File: src/rtl/clk_meas_pkg.sv
// Shared definitions for the clock frequency meter: FSM state encoding and
// the gate-timer width helper.
package clk_meas_pkg;

    typedef enum logic [1:0] {
        IDLE   = 2'd0,
        SETTLE = 2'd1,
        GATE   = 2'd2,
        DONE   = 2'd3
    } meas_state_e;

    // Bits needed for a timer that must hold values 0..cycles.
    function automatic int timer_width(input int cycles);
        return (cycles < 1) ? 1 : $clog2(cycles + 1);
    endfunction

endpackage

File: src/rtl/clk_freq_meter_if.sv
// Control and result bundle of the frequency meter; the master side starts
// measurements and supplies the compare window, the slave side is the meter.
interface clk_freq_meter_if #(
    parameter int CNT_W = 16
);
    logic             start;
    logic             abort;
    logic [CNT_W-1:0] exp_min;
    logic [CNT_W-1:0] exp_max;
    logic             busy;
    logic [CNT_W-1:0] count;
    logic             valid;
    logic             in_range;
    logic             overflow;

    modport master (
        output start, abort, exp_min, exp_max,
        input  busy, count, valid, in_range, overflow
    );

    modport slave (
        input  start, abort, exp_min, exp_max,
        output busy, count, valid, in_range, overflow
    );
endinterface

File: src/rtl/sync_edge_det.sv
// Multi-flop synchroniser for an asynchronous level followed by a rising-edge
// detector; rise is a one-cycle pulse in the clk domain.
module sync_edge_det #(
    parameter int SYNC_STAGES = 2
) (
    input  logic clk,
    input  logic rst_n,
    input  logic d,
    output logic rise
);

    logic [SYNC_STAGES-1:0] sync_q, sync_d;
    logic                   prev_q, prev_d;

    always_comb begin
        sync_d = {sync_q[SYNC_STAGES-2:0], d};
        prev_d = sync_q[SYNC_STAGES-1];
    end

    always_ff @(posedge clk) begin
        // NOTE: synchronous reset -- rst_n is only looked at on the clock edge, so it lives inside the clocked branch, not the sensitivity list.
        if (!rst_n) begin
            sync_q <= '0;
            prev_q <= 1'b0;
        end else begin
            // NOTE: non-blocking assignments let every stage take its pre-edge neighbour value, which is what makes this a shift chain.
            sync_q <= sync_d;
            prev_q <= prev_d;
        end
    end

    assign rise = sync_q[SYNC_STAGES-1] & ~prev_q;

endmodule

File: src/rtl/clk_freq_meter.sv
// Gated frequency meter: counts synchronised rising edges of sig_in over a
// window of GATE_CYCLES clk cycles and reports count, range and overflow.
module clk_freq_meter
    import clk_meas_pkg::*;
#(
    parameter int GATE_CYCLES = 1000,
    parameter int CNT_W       = 16,
    parameter int SYNC_STAGES = 2
) (
    input  logic                    clk,
    input  logic                    rst_n,
    input  logic                    sig_in,
    clk_freq_meter_if.slave         bus
);

    // One timer serves both the settle wait and the gate window.
    localparam int TMR_SPAN = (GATE_CYCLES > SYNC_STAGES + 1) ? GATE_CYCLES : SYNC_STAGES + 1;
    localparam int TMR_W    = timer_width(TMR_SPAN);

    localparam logic [TMR_W-1:0] GATE_LAST   = TMR_W'(GATE_CYCLES - 1);
    localparam logic [TMR_W-1:0] SETTLE_LAST = TMR_W'(SYNC_STAGES);
    localparam logic [CNT_W-1:0] CNT_MAX     = {CNT_W{1'b1}};

    logic rise;

    sync_edge_det #(
        .SYNC_STAGES (SYNC_STAGES)
    ) u_sync_edge_det (
        .clk   (clk),
        .rst_n (rst_n),
        .d     (sig_in),
        .rise  (rise)
    );

    meas_state_e      state_q,    state_d;
    logic [TMR_W-1:0] tmr_q,      tmr_d;
    logic [CNT_W-1:0] cnt_q,      cnt_d;
    logic             ovf_q,      ovf_d;
    logic [CNT_W-1:0] count_q,    count_d;
    logic             valid_q,    valid_d;
    logic             in_range_q, in_range_d;
    logic             overflow_q, overflow_d;

    always_comb begin
        // NOTE: every signal written here gets a default first; a path that skipped one would infer a latch.
        state_d    = state_q;
        tmr_d      = tmr_q;
        cnt_d      = cnt_q;
        ovf_d      = ovf_q;
        count_d    = count_q;
        valid_d    = 1'b0;
        in_range_d = in_range_q;
        overflow_d = overflow_q;

        unique case (state_q)
            IDLE: begin
                tmr_d = '0;
                cnt_d = '0;
                ovf_d = 1'b0;
                if (bus.start) state_d = SETTLE;
            end
            SETTLE: begin
                if (tmr_q == SETTLE_LAST) begin
                    tmr_d   = '0;
                    state_d = GATE;
                end else begin
                    tmr_d = tmr_q + TMR_W'(1);
                end
            end
            GATE: begin
                if (rise) begin
                    if (cnt_q == CNT_MAX) ovf_d = 1'b1;
                    else                  cnt_d = cnt_q + CNT_W'(1);
                end
                if (tmr_q == GATE_LAST) state_d = DONE;
                else                    tmr_d   = tmr_q + TMR_W'(1);
            end
            DONE: begin
                state_d    = IDLE;
                count_d    = cnt_q;
                overflow_d = ovf_q;
                in_range_d = (bus.exp_min <= cnt_q) && (cnt_q <= bus.exp_max);
                valid_d    = 1'b1;
            end
        endcase

        // Abort wins over start and over publishing a finished window.
        if (bus.abort) begin
            state_d    = IDLE;
            count_d    = count_q;
            overflow_d = overflow_q;
            in_range_d = in_range_q;
            valid_d    = 1'b0;
        end
    end

    always_ff @(posedge clk) begin
        if (!rst_n) begin
            state_q    <= IDLE;
            tmr_q      <= '0;
            cnt_q      <= '0;
            ovf_q      <= 1'b0;
            count_q    <= '0;
            valid_q    <= 1'b0;
            in_range_q <= 1'b0;
            overflow_q <= 1'b0;
        end else begin
            state_q    <= state_d;
            tmr_q      <= tmr_d;
            cnt_q      <= cnt_d;
            ovf_q      <= ovf_d;
            count_q    <= count_d;
            valid_q    <= valid_d;
            in_range_q <= in_range_d;
            overflow_q <= overflow_d;
        end
    end

    assign bus.busy     = (state_q != IDLE);
    assign bus.count    = count_q;
    assign bus.valid    = valid_q;
    assign bus.in_range = in_range_q;
    assign bus.overflow = overflow_q;

endmodule

File: src/flat_wrapper.sv
// flat-port wrapper written by rule: the top's interface ports become plain ports
module clk_freq_meter_flat import clk_meas_pkg::*;
#(
    parameter int GATE_CYCLES = 1000,
    parameter int CNT_W       = 16,
    parameter int SYNC_STAGES = 2
)
  (clk, rst_n, sig_in, bus_start, bus_abort, bus_exp_min, bus_exp_max, bus_busy, bus_count, bus_valid, bus_in_range, bus_overflow);
  clk_freq_meter_if #(.CNT_W(CNT_W)) bus_i ();
  input  logic clk;
  input  logic rst_n;
  input  logic sig_in;
  input wire logic [$bits(bus_i.start)-1:0] bus_start;
  input wire logic [$bits(bus_i.abort)-1:0] bus_abort;
  input wire logic [$bits(bus_i.exp_min)-1:0] bus_exp_min;
  input wire logic [$bits(bus_i.exp_max)-1:0] bus_exp_max;
  output wire logic [$bits(bus_i.busy)-1:0] bus_busy;
  output wire logic [$bits(bus_i.count)-1:0] bus_count;
  output wire logic [$bits(bus_i.valid)-1:0] bus_valid;
  output wire logic [$bits(bus_i.in_range)-1:0] bus_in_range;
  output wire logic [$bits(bus_i.overflow)-1:0] bus_overflow;
  assign bus_i.start = bus_start;
  assign bus_i.abort = bus_abort;
  assign bus_i.exp_min = bus_exp_min;
  assign bus_i.exp_max = bus_exp_max;
  assign bus_busy = bus_i.busy;
  assign bus_count = bus_i.count;
  assign bus_valid = bus_i.valid;
  assign bus_in_range = bus_i.in_range;
  assign bus_overflow = bus_i.overflow;
  clk_freq_meter #(.GATE_CYCLES(GATE_CYCLES), .CNT_W(CNT_W), .SYNC_STAGES(SYNC_STAGES)) u_core (.clk(clk), .rst_n(rst_n), .sig_in(sig_in), .bus(bus_i));
endmodule
File: config.mk
export PLATFORM = sky130hd
export DESIGN_NAME = clk_freq_meter_flat
export DESIGN_NICKNAME = d
export VERILOG_FILES = /design/src/rtl/clk_meas_pkg.sv /design/src/rtl/clk_freq_meter_if.sv /design/src/rtl/sync_edge_det.sv /design/src/rtl/clk_freq_meter.sv /design/src/flat_wrapper.sv
export SDC_FILE = /design/constraint.sdc
export NUM_CORES = 1
export LEC_CHECK = 0
export ABC_AREA = 1
export BUFFER_PORTS_ARGS = -buffer_cell sky130_fd_sc_hd__buf_4
export CORE_MARGIN = 4
export CORE_UTILIZATION = 25
export DETAILED_ROUTE_END_ITERATION = 10
export HOLD_SLACK_MARGIN = 0.15
export PLACE_DENSITY = 0.47
export SLEW_MARGIN = 20
export SYNTH_ARGS = -nofsm -noshare
export SYNTH_HDL_FRONTEND = slang
export SYNTH_SLANG_ARGS = --single-unit
File: constraint.sdc
create_clock -name clk -period 2.2 [get_ports clk]
set_input_delay 0.55 -clock clk [delete_from_list [all_inputs] [get_ports clk]]
set_output_delay 0.55 -clock clk [all_outputs]
set_load 0.02 [all_outputs]
==> key figures <==
Clock network
  • H-tree levels: 2
  • Clock Sinks: roughly 50
  • Clk_lat worst skew: 0.29 ns
  • CTS tree: built
  • Reg clk slew, reported paths: around 0.07 ns
  • Inserted Clock Buffers: 5
  • CTS hold repair buffers: 0
  • Root Buffer: clkbuf_16
  • Bufs on Longest Clock Path: 2

Floorplanning
  • Initial Utilization: about a quarter
  • Rows: 41
  • Die area: approximately 15000 µm²
  • Chip width: between 100 and 150 µm
  • Core Box Area: 12600 µm²
  • Top-level port count: 57
  • Chip height: between 100 and 150 µm

Yosys
  • Mean post-synth cell area: 7.09 µm²
  • Ys async rst share: 0%
  • Commonest cells in the netlist: 87 x nand2_1, 71 x inv_1, 51 x dfxtp_1
  • Synth unique cells: 32
  • Synth top area share: between 30% and 40%
  • Synth area leader: dfxtp_1
  • Syn_nets: around 530
  • Synth Flop Type: dfxtp_1
  • Post-synth EDFFs: 0
  • Synth area leaders: dfxtp_1 32%, ha_1 15%, nand2_1 10%, inv_1 8.3%, a21oi_1 6.7%
  • Synthesized cell area: about 3200 µm²
  • Mapped Cells: between 400 and 500
  • Syn. warnings: 0
  • Count leader, synth: nand2_1
  • Sequential area share after synthesis: a little under a third
  • Number of synthesized register bits: between 50 and 60

Detailed routing
  • Detailed Route WL: 9100 µm
  • DRC: 0
  • Final antenna-violating net count: 0
  • Post-DR vias/cell: roughly 4.4
  • Routed vias: between 3000 and 4000
  • 1st-iter DRT viols: approximately 240
  • Routed length per placed instance: between 10 and 15 µm
  • First-pass DRT Iterations: 4

Placed design
  • DP HPWL: roughly 7200 µm
  • Pre-CTS WS: 0.111 ns
  • Cells after DPL: roughly 700
  • RD Place Congestion: 0.839
  • DP Area: roughly 3900 µm²
  • Port bufs: 56

Critical path
  • FF-to-FF setup slack: ~0.26 ns
  • Setup CP Type: flop to flop
  • Reg-to-reg endpoint: u_core.cnt_q[12]
  • Worst Setup SP: u_core.state_q[0]
  • Crit start category: flop
  • Slowest cell delay on critical path: roughly 0.41 ns
  • Req. time, crit path: 2.38 ns
  • Critical path's most frequent cell: inv_1
  • Setup crit end: u_core.cnt_q[12]
  • Worst Path Arrival: 2.12 ns
  • Element type at the critical path end: flop
  • Critical path cell sequence: inv_1 > ha_2 > nand3_1 > nor2_1 > inv_1 > o21ai_4 > o21ai_0 > nor3b_1
  • Crit-path max FO: 16
  • R2R depth: 8
  • CP max-delay cell: o21ai_4
  • Critical R2R Launch: u_core.state_q[0]

Job
  • Max Cap Viol: 0

Power and ir drop
  • Clock Power Share: a little over two fifths
  • Post-layout power: ~2.2 mW
  • Seq pwr share: ~43%
  • LEAKAGE: 1.89 nW
  • Switching pwr: about 0.55 mW
  • Maximum VDD drop: ~0.35 mV
  • Comb power frac: roughly 14%
  • Pwr Density: 538 nW/µm²
  • P_int: around 1.6 mW
  • Switching fraction of total power: roughly a quarter

Finish
  • NumNets Final: approximately 600
  • Fraction of layout cells with a size suffix above 1: a little under a fifth
  • Fill cell count: 1374
  • Final cell count without fillers: slightly below 700
  • Fin area: just over 4000 µm²
  • Register area: 1020 µm²
  • Fin util: 32.2%
  • Multi-input gate area: 1890 µm²
  • Antenna cells: 0
  • Synth-to-Final Area Change: 26.1%

STA
  • Slew margin rel.: a little over two thirds
  • RSZ-0062 raised after global routing: false
  • Finish-stage setup viols: 0
  • Fin. max-slew vios: 0
  • Setup_tns: 0 ns
  • Fmax: approximately 0.51 GHz
  • Min Tclk post-route: slightly below 2 ns
  • Final hold vios: 0
  • Period utilization: 88.3%
  • Setup Skew: around 0.010 ns
  • Min setup slack post-route: around 0.26 ns
  • Hold WS: 0.421 ns
  • Worst slew pin tran: ~0.45 ns

Status
  • Status: complete, no violations

Worst hold path
  • Hold Crit Class: flop to flop

GRT
  • Overflow left after global routing: 0
  • GRT Total Usage: 12.9%
  • Antenna violations before repair: 0
  • Vias in the first global route: between 3000 and 4000
  • Largest net degree at the start of global routing: 25
  • First-pass GRT wire length: 15300 µm
## registers in the layout (all words and copies together), names as in the netlist
| signal | flops |
|---|---|
| u_core.u_sync_edge_det.sync_q | 2 |
| u_core.bus.in_range | 1 |
| u_core.cnt_q | 16 |
| u_core.bus.valid | 1 |
| u_core.ovf_q | 1 |
| u_core.tmr_q | 10 |
| u_core.state_q | 2 |
| u_core.bus.overflow | 1 |
| u_core.u_sync_edge_det.prev_q | 1 |
| u_core.bus.count | 16 |
## metal layers
| metal | global-route usage [%] | wire, µm |
|---|---|---|
| met1 | 18.0 | 4330 |
| met2 | 20.7 | 4110 |
| met3 | 2.27 | 524 |
| met4 | 3.29 | 135 |
| met5 | 0 | 0 |
## cell type report
cell class / count / share of cell area (%)
clock buffers: 6 / 3.41
clock inverters: 2 / 0.954
inverters: 72 / 6.64
multi-input cells: 323 / 46.4
flip-flops and latches: 51 / 25.1
well taps: 172 / 5.29
repair buffers: 66 / 12.2
## power by group through the flow
stage / logic (mW) / clock network, mW / registers [mW]
final: 0.309 / 0.931 / 0.946
after global routing: 0.352 / 1.00 / 0.948
after CTS: 0.313 / 0.967 / 0.946
after detailed placement: 0.312 / 0 / 0.968
after global placement: 0.306 / 0 / 0.968
after floorplan: 0.193 / 0 / 0.968
## layout by cell type, fill, tap and decap left out
cell type | synthesis | routed
ha_1 | 39 | 38
nor3_2 | 1 | 1
nor3b_1 | 1 | 1
nand2_2 | 5 | 5
a21o_1 | 1 | 1
inv_2 | 1 | 1
nor2_2 | 3 | 4
nor3_1 | 11 | 11
o31ai_1 | 1 | 1
ha_2 | 0 | 1
nor2_8 | 1 | 1
clkbuf_8 | 0 | 1
nand2_1 | 87 | 87
inv_6 | 0 | 1
nor4_1 | 1 | 1
a21oi_1 | 43 | 43
a21oi_2 | 5 | 5
nor2_4 | 2 | 2
bufinv_16 | 0 | 1
o211a_1 | 1 | 1
o21ai_1 | 4 | 4
o21ai_4 | 1 | 1
nand3_4 | 1 | 1
nand4_1 | 7 | 7
xor2_1 | 3 | 3
inv_1 | 71 | 71
nand2_4 | 2 | 2
o21ai_0 | 38 | 38
o21a_1 | 1 | 1
nor2_1 | 42 | 41
clkbuf_16 | 0 | 5
nand3_1 | 21 | 21
buf_4 | 1 | 66
dfxtp_1 | 51 | 51
or2_2 | 1 | 1
## how the worst min path moves through the flow
stage / end / cells after the start / start / slack (ns)
finish: u_core.u_sync_edge_det.sync_q[1] / 2 / u_core.u_sync_edge_det.sync_q[0] / 0.42
global route: u_core.u_sync_edge_det.sync_q[0] / 3 / sig_in / 0.46
global placement: u_core.u_sync_edge_det.sync_q[1] / 2 / u_core.u_sync_edge_det.sync_q[0] / 0.41
detailed placement: u_core.u_sync_edge_det.sync_q[1] / 2 / u_core.u_sync_edge_det.sync_q[0] / 0.41
floorplan: u_core.u_sync_edge_det.sync_q[1] / 2 / u_core.u_sync_edge_det.sync_q[0] / 0.39
CTS: u_core.u_sync_edge_det.sync_q[1] / 2 / u_core.u_sync_edge_det.sync_q[0] / 0.43
## worst max-delay path, delay by kind of cell, from the launching register on
kind	cells	cell delay, ns
simple gates	3	0.38
buf+inv	2	0.21
fa+ha+maj	1	0.38
compound gates	2	0.53
flops	1	0.33
## what timing repair did
action	CTS	global route
gates resized for setup	0	1
setup endpoints to repair	0	10
setup buffers	0	0
## kinds of logic (layout without fill, tap and decap cells)
group / Yosys count / after routing / synth area share, %
AOI/OAI and AO/OA: 95 / 95 / 16.1
xor gates and xnor gates: 3 / 3 / 0.814
adders and majority gates: 39 / 39 / 15.1
buffers and inverters: 81 / 146 / 10.0
DFF: 51 / 51 / 31.6
and+or+nand+nor: 186 / 186 / 26.4
Note: power is estimated with default switching activity, not from simulation.
